File: config.mk
export PLATFORM = sky130hd
export DESIGN_NAME = pipeline_divide
export DESIGN_NICKNAME = d
export VERILOG_FILES = /design/src/rtl/pipeline_divide.sv
export SDC_FILE = /design/constraint.sdc
export NUM_CORES = 1
export LEC_CHECK = 0
export ABC_CLOCK_PERIOD_IN_PS = 1600
export CAP_MARGIN = 15
export CELL_PAD_IN_SITES_DETAIL_PLACEMENT = 1
export CELL_PAD_IN_SITES_GLOBAL_PLACEMENT = 1
export CORE_MARGIN = 2
export CORE_UTILIZATION = 45
export DETAILED_ROUTE_END_ITERATION = 16
export GPL_TIMING_DRIVEN = 0
export PLACE_DENSITY = 0.84
export SKIP_LAST_GASP = 1
export SYNTH_ARGS = -nofsm -noshare
export SYNTH_HDL_FRONTEND = slang
export SYNTH_SLANG_ARGS = --single-unit
File: constraint.sdc
create_clock -name clk -period 1.6 [get_ports clk]
set_input_delay 0.16 -clock clk [delete_from_list [all_inputs] [get_ports clk]]
set_output_delay 0.16 -clock clk [all_outputs]
set_load 0.02 [all_outputs]
File: src/rtl/pipeline_divide.sv
`default_nettype none
// ============================================================================
//  Module      : pipeline_divide
//  Description : Fully pipelined unsigned restoring divider. One quotient bit
//                is resolved per registered stage (MSB first). Accepts one
//                dividend/divisor pair per clock; quotient, remainder and a
//                divide-by-zero flag retire N+1 clocks later.
//  Revision    : 1.0  initial release
// ============================================================================
module pipeline_divide #(
  parameter int N = 8,  // dividend/quotient width and stage count (N >= 2)
  parameter int M = 4   // divisor/remainder width
) (
  input  logic         clk,
  input  logic         rst,
  input  logic         en,
  input  logic [N-1:0] dividend,
  input  logic [M-1:0] divisor,
  output logic [N-1:0] quotient,
  output logic [M-1:0] remainder,
  output logic         div_zero,
  output logic         ready
);

  // Stage registers, one packed element per stage.
  logic [N-1:0]          valid_q,   valid_d;
  logic [N-1:0]          dz_q,      dz_d;
  logic [N-1:0][M-1:0]   divisor_q, divisor_d;
  logic [N-1:0][N-1:0]   shift_q,   shift_d;
  logic [N-1:0][M:0]     rem_q,     rem_d;
  logic [N-1:0][N-1:0]   quo_q,     quo_d;

  // Values each stage works on: the inputs for stage 0, the previous
  // stage's registers otherwise.
  logic [N-1:0]          in_valid;
  logic [N-1:0]          in_dz;
  logic [N-1:0][M-1:0]   in_divisor;
  logic [N-1:0][N-1:0]   in_shift;
  logic [N-1:0][M:0]     in_rem;
  logic [N-1:0][N-1:0]   in_quo;

  // Bits that are carried for uniformity but never read: the remainder MSB
  // (always shifted out) and the quotient MSB (shifted out before retire).
  logic [N-1:0]          stage_unused;

  for (genvar k = 0; k < N; k++) begin : g_stage
    logic [M:0] trial;
    logic       take;

    if (k == 0) begin : g_head
      assign in_valid[k]   = en;
      assign in_dz[k]      = (divisor == '0);
      assign in_divisor[k] = divisor;
      assign in_shift[k]   = dividend;
      assign in_rem[k]     = '0;
      assign in_quo[k]     = '0;
    end else begin : g_body
      assign in_valid[k]   = valid_q[k-1];
      assign in_dz[k]      = dz_q[k-1];
      assign in_divisor[k] = divisor_q[k-1];
      assign in_shift[k]   = shift_q[k-1];
      assign in_rem[k]     = rem_q[k-1];
      assign in_quo[k]     = quo_q[k-1];
    end

    // Shift the next dividend bit into the partial remainder and try a
    // subtract at M+1 bits so the largest trial value cannot overflow.
    assign trial        = {in_rem[k][M-1:0], in_shift[k][N-1]};
    assign take         = (trial >= {1'b0, in_divisor[k]});
    assign rem_d[k]     = take ? (trial - {1'b0, in_divisor[k]}) : trial;
    assign quo_d[k]     = {in_quo[k][N-2:0], take};
    assign shift_d[k]   = {in_shift[k][N-2:0], 1'b0};
    assign valid_d[k]   = in_valid[k];
    assign dz_d[k]      = in_dz[k];
    assign divisor_d[k] = in_divisor[k];

    assign stage_unused[k] = in_rem[k][M] ^ in_quo[k][N-1];
  end

  logic unused_sink;
  assign unused_sink = ^{stage_unused, rem_q[N-1][M], shift_q[N-1], divisor_q[N-1]};

  // Stage register bank; data clears on reset together with the valid bits.
  always_ff @(posedge clk) begin
    if (rst) begin
      valid_q   <= '0;
      dz_q      <= '0;
      divisor_q <= '0;
      shift_q   <= '0;
      rem_q     <= '0;
      quo_q     <= '0;
    end else begin
      valid_q   <= valid_d;
      dz_q      <= dz_d;
      divisor_q <= divisor_d;
      shift_q   <= shift_d;
      rem_q     <= rem_d;
      quo_q     <= quo_d;
    end
  end

  logic         ready_q,     ready_d;
  logic [N-1:0] quotient_q,  quotient_d;
  logic [M-1:0] remainder_q, remainder_d;
  logic         div_zero_q,  div_zero_d;

  // Retire stage: results load only when the last stage is valid, so they
  // hold while idle; divide-by-zero forces all-ones quotient, zero remainder.
  always_comb begin
    ready_d     = valid_q[N-1];
    quotient_d  = quotient_q;
    remainder_d = remainder_q;
    div_zero_d  = div_zero_q;
    if (valid_q[N-1]) begin
      div_zero_d = dz_q[N-1];
      if (dz_q[N-1]) begin
        quotient_d  = '1;
        remainder_d = '0;
      end else begin
        quotient_d  = quo_q[N-1];
        remainder_d = rem_q[N-1][M-1:0];
      end
    end
  end

  // Output register.
  always_ff @(posedge clk) begin
    if (rst) begin
      ready_q     <= 1'b0;
      quotient_q  <= '0;
      remainder_q <= '0;
      div_zero_q  <= 1'b0;
    end else begin
      ready_q     <= ready_d;
      quotient_q  <= quotient_d;
      remainder_q <= remainder_d;
      div_zero_q  <= div_zero_d;
    end
  end

  assign ready     = ready_q;
  assign quotient  = quotient_q;
  assign remainder = remainder_q;
  assign div_zero  = div_zero_q;

endmodule
`default_nettype wire

=== Yosys cells after proc, flatten, opt, wreduce, memory -nomap -nowiden ===
Index checks and enable logic that the tools add are counted.
W data, S select, Z words.

* Order comparisons: 8
* Reduce and logical (&&, ||, !) cells: 2
* Bitwise gates (word level): 1
* Muxes and demuxes: 10
* Add/sub/neg operators: 8

{| class="wikitable"
|+ Operator list
! kind !! number
|-
| $ge A5 B4 Y1 || 7
|-
| $mux W4 || 8
|-
| $sub A4 B4 Y4 || 7
|-
| $mux W8 || 1
|-
| $ge A1 B4 Y1 || 1
|-
| $logic_not A4 Y1 || 1
|-
| $sub A1 B4 Y4 || 1
|-
| $reduce_or A2 Y1 || 1
|-
| $mux W1 || 1
|-
| $not A1 Y1 || 1
|}

* Output and inout port bits: 14
* Logic and storage cells: 72
* Input port bits: 15
* Bits in registers: 181

=== Depth between registers and ports, before layout ===
Gate-level depths: netlist (run 1).

* Word-level depth: 3
* Gate-level depth with buffers: 7
* Depth with buffers taken out: 7

=== Least setup slack after synthesis (run 1) ===
Ideal clock, no wire load.

* Path kind: register to register
* Start point: register divisor_q (netlist bit divisor_d[21])
* End point: register rem_q (netlist bit g_stage[6].trial[1])
* Setup time: 0.122 ns
* Cell stages (with the launch flop): 7
* Arrival: 1.344 ns
* Buffers on the path: 0
* Period minus slack after synthesis: 1.466 ns
* Setup slack: 0.134 ns
* Required time: 1.478 ns
* Path through: dfxtp_1 inv_1 ha_1 nor2b_4 o31a_4 nor3_1 nor3b_2

* Longest elaborated chain between the ends: 2

{| class="wikitable"
|+ Ends and longest elaborated chain
! element !! RTL line !! text
|-
| start: declaration || 28 || <nowiki>logic [N-1:0][M-1:0] divisor_q, divisor_d;</nowiki>
|-
| start signal: assignment || 95 || <nowiki>divisor_q <= divisor_d;</nowiki>
|-
| $ge A5 B4 Y1 || 69 || <nowiki>assign take = (trial >= {1'b0, in_divisor[k]});</nowiki>
|-
| $mux W4 || 70 || <nowiki>assign rem_d[k] = take ? (trial - {1'b0, in_divisor[k]}) : trial;</nowiki>
|-
| end signal: assignment || 97 || <nowiki>rem_q <= rem_d;</nowiki>
|-
| end: declaration || 30 || <nowiki>logic [N-1:0][M:0] rem_q, rem_d;</nowiki>
|}

Every way passes these cells.
A chain may end at the register's enable or synchronous reset.

=== Worst setup path in the final report (run 1) ===
* Start point: register divisor_q (netlist bit divisor_d[9])
* End point: register rem_q (netlist bit g_stage[3].trial[2])

* Longest elaborated chain between the ends: 2
* Elaborated cells between the ends (all ways): 3
* Those cells by class: add/sub (1); order compare (1); mux (1)

{| class="wikitable"
|+ Ends and longest elaborated chain
! element !! RTL line
|-
| $sub A4 B4 Y4 or $ge A5 B4 Y1 (tied branches) || 70, 69
|-
| $mux W4 * || 70
|}

Mark *: on every way between the ends. The rest lies on a longest branch, timed or not.

==> flow_summary.yaml, run 1 <==
synth:
  syn_inst: 559
  synth_area_per_cell_um2: 10.3
  yosysTopAreaCell: "dfxtp_1"
  synth_warnings: 0
  syn_nets: 611
  synthMuxAreaShare_pct: 0.175
  ys_types: 30
  synth_top_family_by_area: "simple AND/OR/NAND/NOR gates"
  synth-edff-count: 0
  synth-adder-area-share_pct: 8.99
  syn_area_um2: 5730
  synth-xor-area-share_pct: 1.37
  synthFlopType: "dfxtp_1"
  synthTopCellsByArea: "dfxtp_1 54%, nor2b_1 9.5%, ha_1 6.5%"
  seq_area_frac_synth_pct: 53.8
  synth_top_area_share_pct: 53.8
  ys_seq_elements: 154
  synth_compound_area_share_pct: 10.0
  async_flop_share_pct: 0
  yosys.area_share.simple_pct: 20.8
power_and_ir_drop:
  power_density_nw_per_um2: 1330
  ir_drop_mv: 0.971
  leakage_nw: 2.83
detailed_routing:
  drc: 0
  vias: 4248
  ant_nets: 0
  drt-pass1-iter-count: 4
  drt-total-wl_um: 16800
  viasPerCell: 5.36
  dr.first_iter.drc_count: 220
  wl_per_cell_um: 21.2
status:
  status: "finished with violations"
  violations: "setup timing"
timing:
  fin_crit_sh_pct: 105
  slew-limit-headroom_pct: 51.9
  hold_violations: 0
  max_slew.worst_pin.slew_ns: 0.721
  rsz0062_at_grt: "yes"
  setup-violations-final: 6
  setup_ws_ns: -0.0768
  period_needed_ns: 1.68
  finalSetupTns_ns: -0.224
  slew_violations: 0
  hold_slack_ns: 0.0845
  timing.fmax_mhz: 596
  finClkSkew_ns: 0.00974
setup_path:
  critPathLaunchType: "register"
  cp-end-kind: "register"
  crit_required_ns: 1.90
  cp.arrival_ns: 1.98
  worst-path-max-fanout: 8
  critPathKind: "reg2reg"
grt:
  grt.total_usage_pct: 23.6
  use_met2_pct: 43.8
  grt_use_met3_pct: 6.23
  grt_pass1_wl_um: 23700
  grt_pass1_vias: 4618
  antenna_found_initial: 0
  use_met1_pct: 24.0
  overflow: 0
  gr-max-usage-layer: "met2"
  grt_max_degree: 17
finish:
  stdcell_count: 793
  n_antenna_cell: 0
  drive_gt1_share_pct: 21.6
  final_nets: 662
  final_cell_mix: "143 x dfxtp_1, 87 x nor2b_1, 80 x nor2_1"
  final_common_cell: "dfxtp_1"
  area_growth_pct: 27.1
  fillers: 1347
clock_tree:
  htree_levels: 4
  ctsHoldBuffers: 0
  clk_latency_ns: 0.43
  cts_root_buf: "clkbuf_16"
  cts.sinks: 154
  ctsLongestPathBuffers: 2
  path_clk_slew_ns: 0.06
  cts_tree: "built"
  cts_buffers: 17
die:
  pin_count: 29
  core-area_um2: 12500
  die_area_um2: 13700
  die_x_um: 117
  initial_core_util_pct: 45.8
  num_rows: 41
  die_h_um: 117
flow_run:
  max_cap_violations: 0
placed_design:
  placedCellCount: 758
  portBuffers: 27
  hpwlAfterDp_um: 8660
  place.gp.congestion: 0.888
hold_path:
  hold_class: "in2reg"
[through the flow]
step	setup slack, ns	instance area (µm²)	total power, mW	util (%)
2_1_floorplan	0.134	5730	4.86	-
3_3_place_gp	-0.176	6220	5.06	49.7
3_5_place_dp	-0.257	6220	5.13	49.7
4_1_cts	-0.0265	6980	9.48	55.8
5_1_grt	-0.0873	7290	10.0	58.2
6_report	-0.0768	7290	9.70	58.2
[repair_timing]
| item | 4_1_cts | 5_1_grt |
|---|---|---|
| cloned | 0 | 0 |
| gates resized for setup | 38 | 66 |
| pin swaps | 2 | 15 |
| setup endpoints to repair | 21 | 30 |
| setup buffers | 0 | 5 |
[critical path, cell delays in order (launching register included)]
cell     delay [ns]
dfxtp_2        0.39
inv_2          0.08
ha_4           0.23
nor2b_4        0.13
o31a_4         0.35
o21ai_4        0.23
o41ai_4        0.13
[area by class of cell]
| class | count | area (µm²) | area share (%) |
|---|---|---|---|
| plain buffers | 21 | 106 | 1.46 |
| clock buffers | 20 | 447 | 6.13 |
| clock inverters | 10 | 168 | 2.30 |
| inverters | 46 | 173 | 2.37 |
| multi-input cells | 338 | 2770 | 38.1 |
| flip-flops and latches | 154 | 3100 | 42.5 |
| well taps | 172 | 215 | 2.95 |
| repair buffers | 32 | 308 | 4.22 |
[worst paths after layout]
check | startpoint | endpoint | slack, ns | depth (start not counted)
max reg2reg | divisor_d[9] | g_stage[3].trial[2] | -0.08 | 6
min reg2reg | in_shift[11] | in_shift[20] | 0.44 | 1
max | divisor_d[9] | g_stage[3].trial[2] | -0.08 | 6
min | rst | dz_q[0] | 0.08 | 3
[sequential cells by signal, summed over array words and instances, names as in the netlist]
signal,flops
quo_q,8
valid_q,8
in_shift,21
ready,1
rem_q,4
in_quo,28
div_zero,1
dz_q,8
remainder,4
g_stage.trial,35
quotient,8
divisor_d,28
[cell usage after synthesis, types with 8 or more instances]
library cell and number:
ha_1 30, buf_2 9, o21ai_0 28, clkbuf_1 9
xor2_1 9, inv_1 46, nor2b_1 87, dfxtp_1 154
o41ai_1 19, o22ai_1 8, nor2_1 83
[routing by layer]
layer	vias to the layer above	part of all wire, %
li1	1955	-
met1	2111	36
met2	127	56
met3	55	3.9
met4	0	4.4
met5	-	0
[logic make-up (layout without fill, tap and decap cells)]
kind of cell / Yosys count / in the layout
AND/OR/NAND/NOR: 214 / 214
AO/OA/AOI/OAI: 77 / 77
buffers and inverters: 67 / 129
flip-flops: 154 / 154
adder cells (fa/ha/maj): 37 / 37
XOR/XNOR: 9 / 9
multiplexers: 1 / 1
[where the power goes]
part | internal, mW | switching [mW]
Sequential | 4.01 | 0.0865
Combinational | 0.521 | 0.859
Clock | 2.64 | 1.58
(Power assumes the default switching activity.)
==> run 2, diff against run 1 <==
--- a/config.mk
+++ b/config.mk
@@ -7,13 +7,14 @@
 export LEC_CHECK = 0
 export ABC_CLOCK_PERIOD_IN_PS = 1600
 export CAP_MARGIN = 15
-export CELL_PAD_IN_SITES_DETAIL_PLACEMENT = 1
-export CELL_PAD_IN_SITES_GLOBAL_PLACEMENT = 1
+export CELL_PAD_IN_SITES_DETAIL_PLACEMENT = 2
+export CELL_PAD_IN_SITES_GLOBAL_PLACEMENT = 2
+export CORE_ASPECT_RATIO = 0.9
 export CORE_MARGIN = 2
-export CORE_UTILIZATION = 45
+export CORE_UTILIZATION = 39
 export DETAILED_ROUTE_END_ITERATION = 16
 export GPL_TIMING_DRIVEN = 0
-export PLACE_DENSITY = 0.84
+export PLACE_DENSITY = 0.86
 export SKIP_LAST_GASP = 1
 export SYNTH_ARGS = -nofsm -noshare
 export SYNTH_HDL_FRONTEND = slang
==> flow_summary.yaml, run 2 (synthesis gave the netlist of run 1 again) <==
clock_tree:
  cts.sinks: 154
  cts_root_buf: "clkbuf_16"
  clk_latency_ns: 0.46
  cts_tree: "built"
  ctsLongestPathBuffers: 2
  path_clk_slew_ns: 0.08
  cts_buffers: 17
  htree_levels: 4
finish:
  final_cell_mix: "139 x dfxtp_1, 87 x nor2b_1, 77 x nor2_1"
  largest_reg_flops: 35
  drive_gt1_share_pct: 28.7
  final_nets: 666
  stdcell_count: 825
  final_util_pct: 52.2
  final_common_cell: "dfxtp_1"
  n_antenna_cell: 0
  area_growth_pct: 32.4
flow_run:
  max_cap_violations: 0
setup_path:
  cp-end-kind: "register"
  critPathKind: "reg2reg"
  cp.arrival_ns: 2.04
  critPathLaunchType: "register"
  worst-path-max-fanout: 2
  cp_cell_sequence: "inv_1 > fa_2 > xor2_1 > nor2_1 > o21ai_2 > o41ai_2"
  cpMaxStageDelayCell: "dfxtp_1"
  slowest_delay_ns: 0.44
  crit_required_ns: 1.91
timing:
  slew_violations: 0
  finalSetupTns_ns: -0.611
  timing.fmax_mhz: 577
  fin_crit_sh_pct: 108
  max_slew.worst_pin.slew_ns: 1.18
  setup_ws_ns: -0.132
  hold_violations: 0
  finClkSkew_ns: 0.0241
  period_needed_ns: 1.73
  slew-limit-headroom_pct: 21.1
  setup-violations-final: 14
  rsz0062_at_grt: "yes"
placed_design:
  hpwlAfterDp_um: 10700
  post-place-ws_ns: -0.269
  place.gp.congestion: 0.855
  portBuffers: 27
  placedCellCount: 784
power_and_ir_drop:
  leakage_nw: 2.98
  power_density_nw_per_um2: 1290
  ir_drop_mv: 0.935
  p_total_mw: 9.77
die:
  die_area_um2: 15700
  core-area_um2: 14600
  die_h_um: 119
  pin_count: 29
  num_rows: 42
  initial_core_util_pct: 39.4
  die_x_um: 132
detailed_routing:
  drc: 0
  dr.first_iter.drc_count: 192
  drt-pass1-iter-count: 4
  vias: 4419
  viasPerCell: 5.36
  wl_per_cell_um: 27.1
  drt-total-wl_um: 22300
  ant_nets: 0
grt:
  grt_pass1_vias: 5049
  grt_pass1_wl_um: 29600
  antenna_found_initial: 0
  grt_max_degree: 17
  use_met2_pct: 47.1
  overflow: 0
  grt_use_met3_pct: 5.79
  use_met1_pct: 26.5
  gr-max-usage-layer: "met2"
  grt.total_usage_pct: 25.6
hold_path:
  hold_class: "in2reg"
status:
  violations: "setup timing"
  status: "finished with violations"
[run 2: metal layers]
metal,part of all wire (%),vias to the layer above
met5,0,-
met3,3.3,80
li1,-,1962
met2,54,124
met1,37,2253
met4,5.9,0
[run 2: power breakdown]
group          switching, mW  total, mW  internal (mW)
registers              0.112       4.12           4.00
clock network           1.81       4.00           2.19
logic                   1.05       1.65          0.599
[run 2: worst max-delay path, delay by kind of cell (launching register included)]
family | cells | cell delay (ns)
flops | 1 | 0.44
buf+inv | 1 | 0.15
xor+xnor | 1 | 0.30
simple gates | 1 | 0.10
fa+ha+maj | 1 | 0.41
compound gates | 2 | 0.18
[run 2: timing repair]
item / 4_1_cts / 5_1_grt
endpoints found under the hold margin: 0 / 0
resized for setup: 66 / 102
hold buffers: 0 / 0
pin swaps: 9 / 23
cloned: 0 / 0
endpoints found under the setup margin: 39 / 35
buffers inserted: 3 / 6
[run 2: metrics by stage]
step | instance area, µm² | hold WS [ns]
floorplan | 5730 | 0.235
global placement | 6250 | 0.417
detailed placement | 6250 | 0.428
CTS | 7060 | 0.0533
global route | 7590 | 0.0630
finish | 7590 | 0.0644
[run 2: final timing paths]
kind,from,end,slack (ns),depth (start not counted)
worst max-delay path,g_stage[6].trial[1],g_stage[7].trial[3],-0.13,6
worst min-delay path,rst,dz_q[0],0.06,3
worst max register to register,g_stage[6].trial[1],g_stage[7].trial[3],-0.13,6
worst min register to register,in_shift[30],g_stage[4].trial[0],0.44,1
[run 2: final cells by class]
class / instances / area [µm²]
Buffer: 21 / 106
Clock buffer: 20 / 447
Clock inverter: 12 / 120
Fill cell: 1387 / 6960
Inverter: 46 / 180
Multi-Input combinational cell: 338 / 3050
Sequential cell: 154 / 3110
Tap cell: 198 / 248
Timing Repair Buffer: 36 / 337
==> run 3, diff against run 2 <==
--- a/config.mk
+++ b/config.mk
@@ -5,16 +5,16 @@
 export SDC_FILE = /design/constraint.sdc
 export NUM_CORES = 1
 export LEC_CHECK = 0
-export ABC_CLOCK_PERIOD_IN_PS = 1600
+export ABC_CLOCK_PERIOD_IN_PS = 1530
 export CAP_MARGIN = 15
 export CELL_PAD_IN_SITES_DETAIL_PLACEMENT = 2
 export CELL_PAD_IN_SITES_GLOBAL_PLACEMENT = 2
 export CORE_ASPECT_RATIO = 0.9
 export CORE_MARGIN = 2
-export CORE_UTILIZATION = 39
+export CORE_UTILIZATION = 35
 export DETAILED_ROUTE_END_ITERATION = 16
 export GPL_TIMING_DRIVEN = 0
-export PLACE_DENSITY = 0.86
+export PLACE_DENSITY = 0.82
 export SKIP_LAST_GASP = 1
 export SYNTH_ARGS = -nofsm -noshare
 export SYNTH_HDL_FRONTEND = slang
==> constraint.sdc (replaced) <==
create_clock -name clk -period 1.53 [get_ports clk]
set_input_delay 0.153 -clock clk [delete_from_list [all_inputs] [get_ports clk]]
set_output_delay 0.153 -clock clk [all_outputs]
set_load 0.02 [all_outputs]
==> flow_summary.yaml, run 3 (synthesis gave the netlist of run 1 again) <==
status:
  status: "finished with violations"
  violations: "setup timing"
timing:
  setup_ws_ns: -0.140
  finalSetupTns_ns: -0.769
  fin_crit_sh_pct: 109
  rsz0062_at_grt: "yes"
  hold_slack_ns: 0.0821
  hold_violations: 0
  slew-limit-headroom_pct: 41.5
  timing.fmax_mhz: 599
  period_needed_ns: 1.67
  setup-violations-final: 17
  slew_violations: 0
  max_slew.worst_pin.slew_ns: 0.877
  finClkSkew_ns: 0.0166
power_and_ir_drop:
  p_total_mw: 10.8
  power.internal_mw: 7.74
  p_sw_share_pct: 28.2
  power_density_nw_per_um2: 1390
  ir_drop_mv: 0.846
  comb_power_share_pct: 15.8
  switchingPower_mw: 3.03
  clockPowerShare_pct: 44.2
  leakage_nw: 3.09
  pwr-share-seq_pct: 40.0
die:
  die_area_um2: 17400
  num_rows: 44
  initial_core_util_pct: 35.7
  die_x_um: 139
  pin_count: 29
  core-area_um2: 16100
  die_h_um: 125
setup_path:
  slowest_delay_ns: 0.39
  cp_cell_sequence: "ha_4 > fa_2 > xor2_1 > nor2_1 > o21ai_2 > o41ai_1"
  crit_required_ns: 1.83
  critPathLaunchType: "register"
  worst-path-max-fanout: 2
  cp-end-kind: "register"
  cpMaxStageDelayCell: "dfxtp_1"
  critPathKind: "reg2reg"
  cp.arrival_ns: 1.97
placed_design:
  post-place-ws_ns: -0.355
  place.gp.congestion: 0.853
  hpwlAfterDp_um: 10800
  portBuffers: 27
finish:
  fillers: 1608
  final_util_pct: 48.3
  final_common_cell: "dfxtp_1"
  drive_gt1_share_pct: 29.9
  final_cell_mix: "139 x dfxtp_1, 87 x nor2b_1, 75 x nor2_1"
  n_antenna_cell: 0
  largest_reg_flops: 35
  final_nets: 672
  area_growth_pct: 35.5
detailed_routing:
  met2_length_um: 11500
  dr.max_layer_used: "met4"
  wl_met1_um: 7960
  viasPerCell: 5.15
  vias: 4330
  wl_met3_um: 639
  drt-pass1-iter-count: 4
  dr.first_iter.drc_count: 210
  drt-total-wl_um: 21000
  ant_nets: 0
  wl_per_cell_um: 25.0
  drc: 0
clock_tree:
  path_clk_slew_ns: 0.08
  ctsLongestPathBuffers: 2
  cts_tree: "built"
  clk_latency_ns: 0.45
  cts_buffers: 17
  cts.sinks: 154
  htree_levels: 4
  cts_root_buf: "clkbuf_16"
grt:
  grt_pass1_vias: 4981
  grt_pass1_wl_um: 28100
  overflow: 0
  grt.total_usage_pct: 21.4
  grt_max_degree: 17
  antenna_found_initial: 0
flow_run:
  max_cap_violations: 0
hold_path:
  hold_class: "in2reg"
run 3: path summary, 6_finish.rpt:
check / start / end / slack [ns] / depth (start not counted)
min reg2reg: in_shift[21] / in_shift[30] / 0.44 / 1
max: divisor_d[28] / rem_q[37] / -0.14 / 6
max reg2reg: divisor_d[28] / rem_q[37] / -0.14 / 6
min: rst / dz_q[0] / 0.08 / 3
run 3: routing by layer:
metal | up-vias | global-route usage [%]
met5 | - | 0
met4 | 0 | 8.26
met3 | 51 | 4.83
met2 | 99 | 42.1
met1 | 2205 | 21.7
li1 | 1975 | -
run 3: cell type report:
type / instances / area, µm² / area share (%)
Sequential cell: 154 / 3100 / 40.0
Multi-Input combinational cell: 338 / 3100 / 39.8
Clock buffer: 19 / 433 / 5.57
Timing Repair Buffer: 42 / 377 / 4.85
Tap cell: 207 / 259 / 3.33
Clock inverter: 13 / 219 / 2.82
Inverter: 46 / 175 / 2.25
Buffer: 21 / 106 / 1.37
run 3: through the flow:
step | area [µm²] | std cells
CTS | 7380 | 834
floorplan | 5730 | 559
detailed placement | 6260 | 793
global route | 7770 | 840
global placement | 6260 | 793
finish | 7770 | 840
run 3: power groups by stage:
stage	combinational, mW	sequential, mW	clock [mW]
final	1.70	4.31	4.76
after global routing	1.81	4.32	5.00
after CTS	1.38	4.28	4.75
after detailed placement	1.07	4.35	0
after global placement	0.975	4.34	0
after floorplan	0.762	4.32	0
run 3: critical path: cells and delay by family, from the launching register on:
| family | cells | cell delay (ns) |
|---|---|---|
| and+or+nand+nor | 1 | 0.23 |
| xor gates and xnor gates | 1 | 0.17 |
| DFF | 1 | 0.39 |
| AOI/OAI and AO/OA | 2 | 0.18 |
| adders and majority gates | 2 | 0.55 |
run 3: what timing repair did:
item | in CTS | in global routing
gates resized for setup | 115 | 62
cloned | 0 | 0
setup buffers | 9 | 6
hold buffers | 0 | 0
endpoints found under the setup margin | 43 | 36
pin swaps | 21 | 30
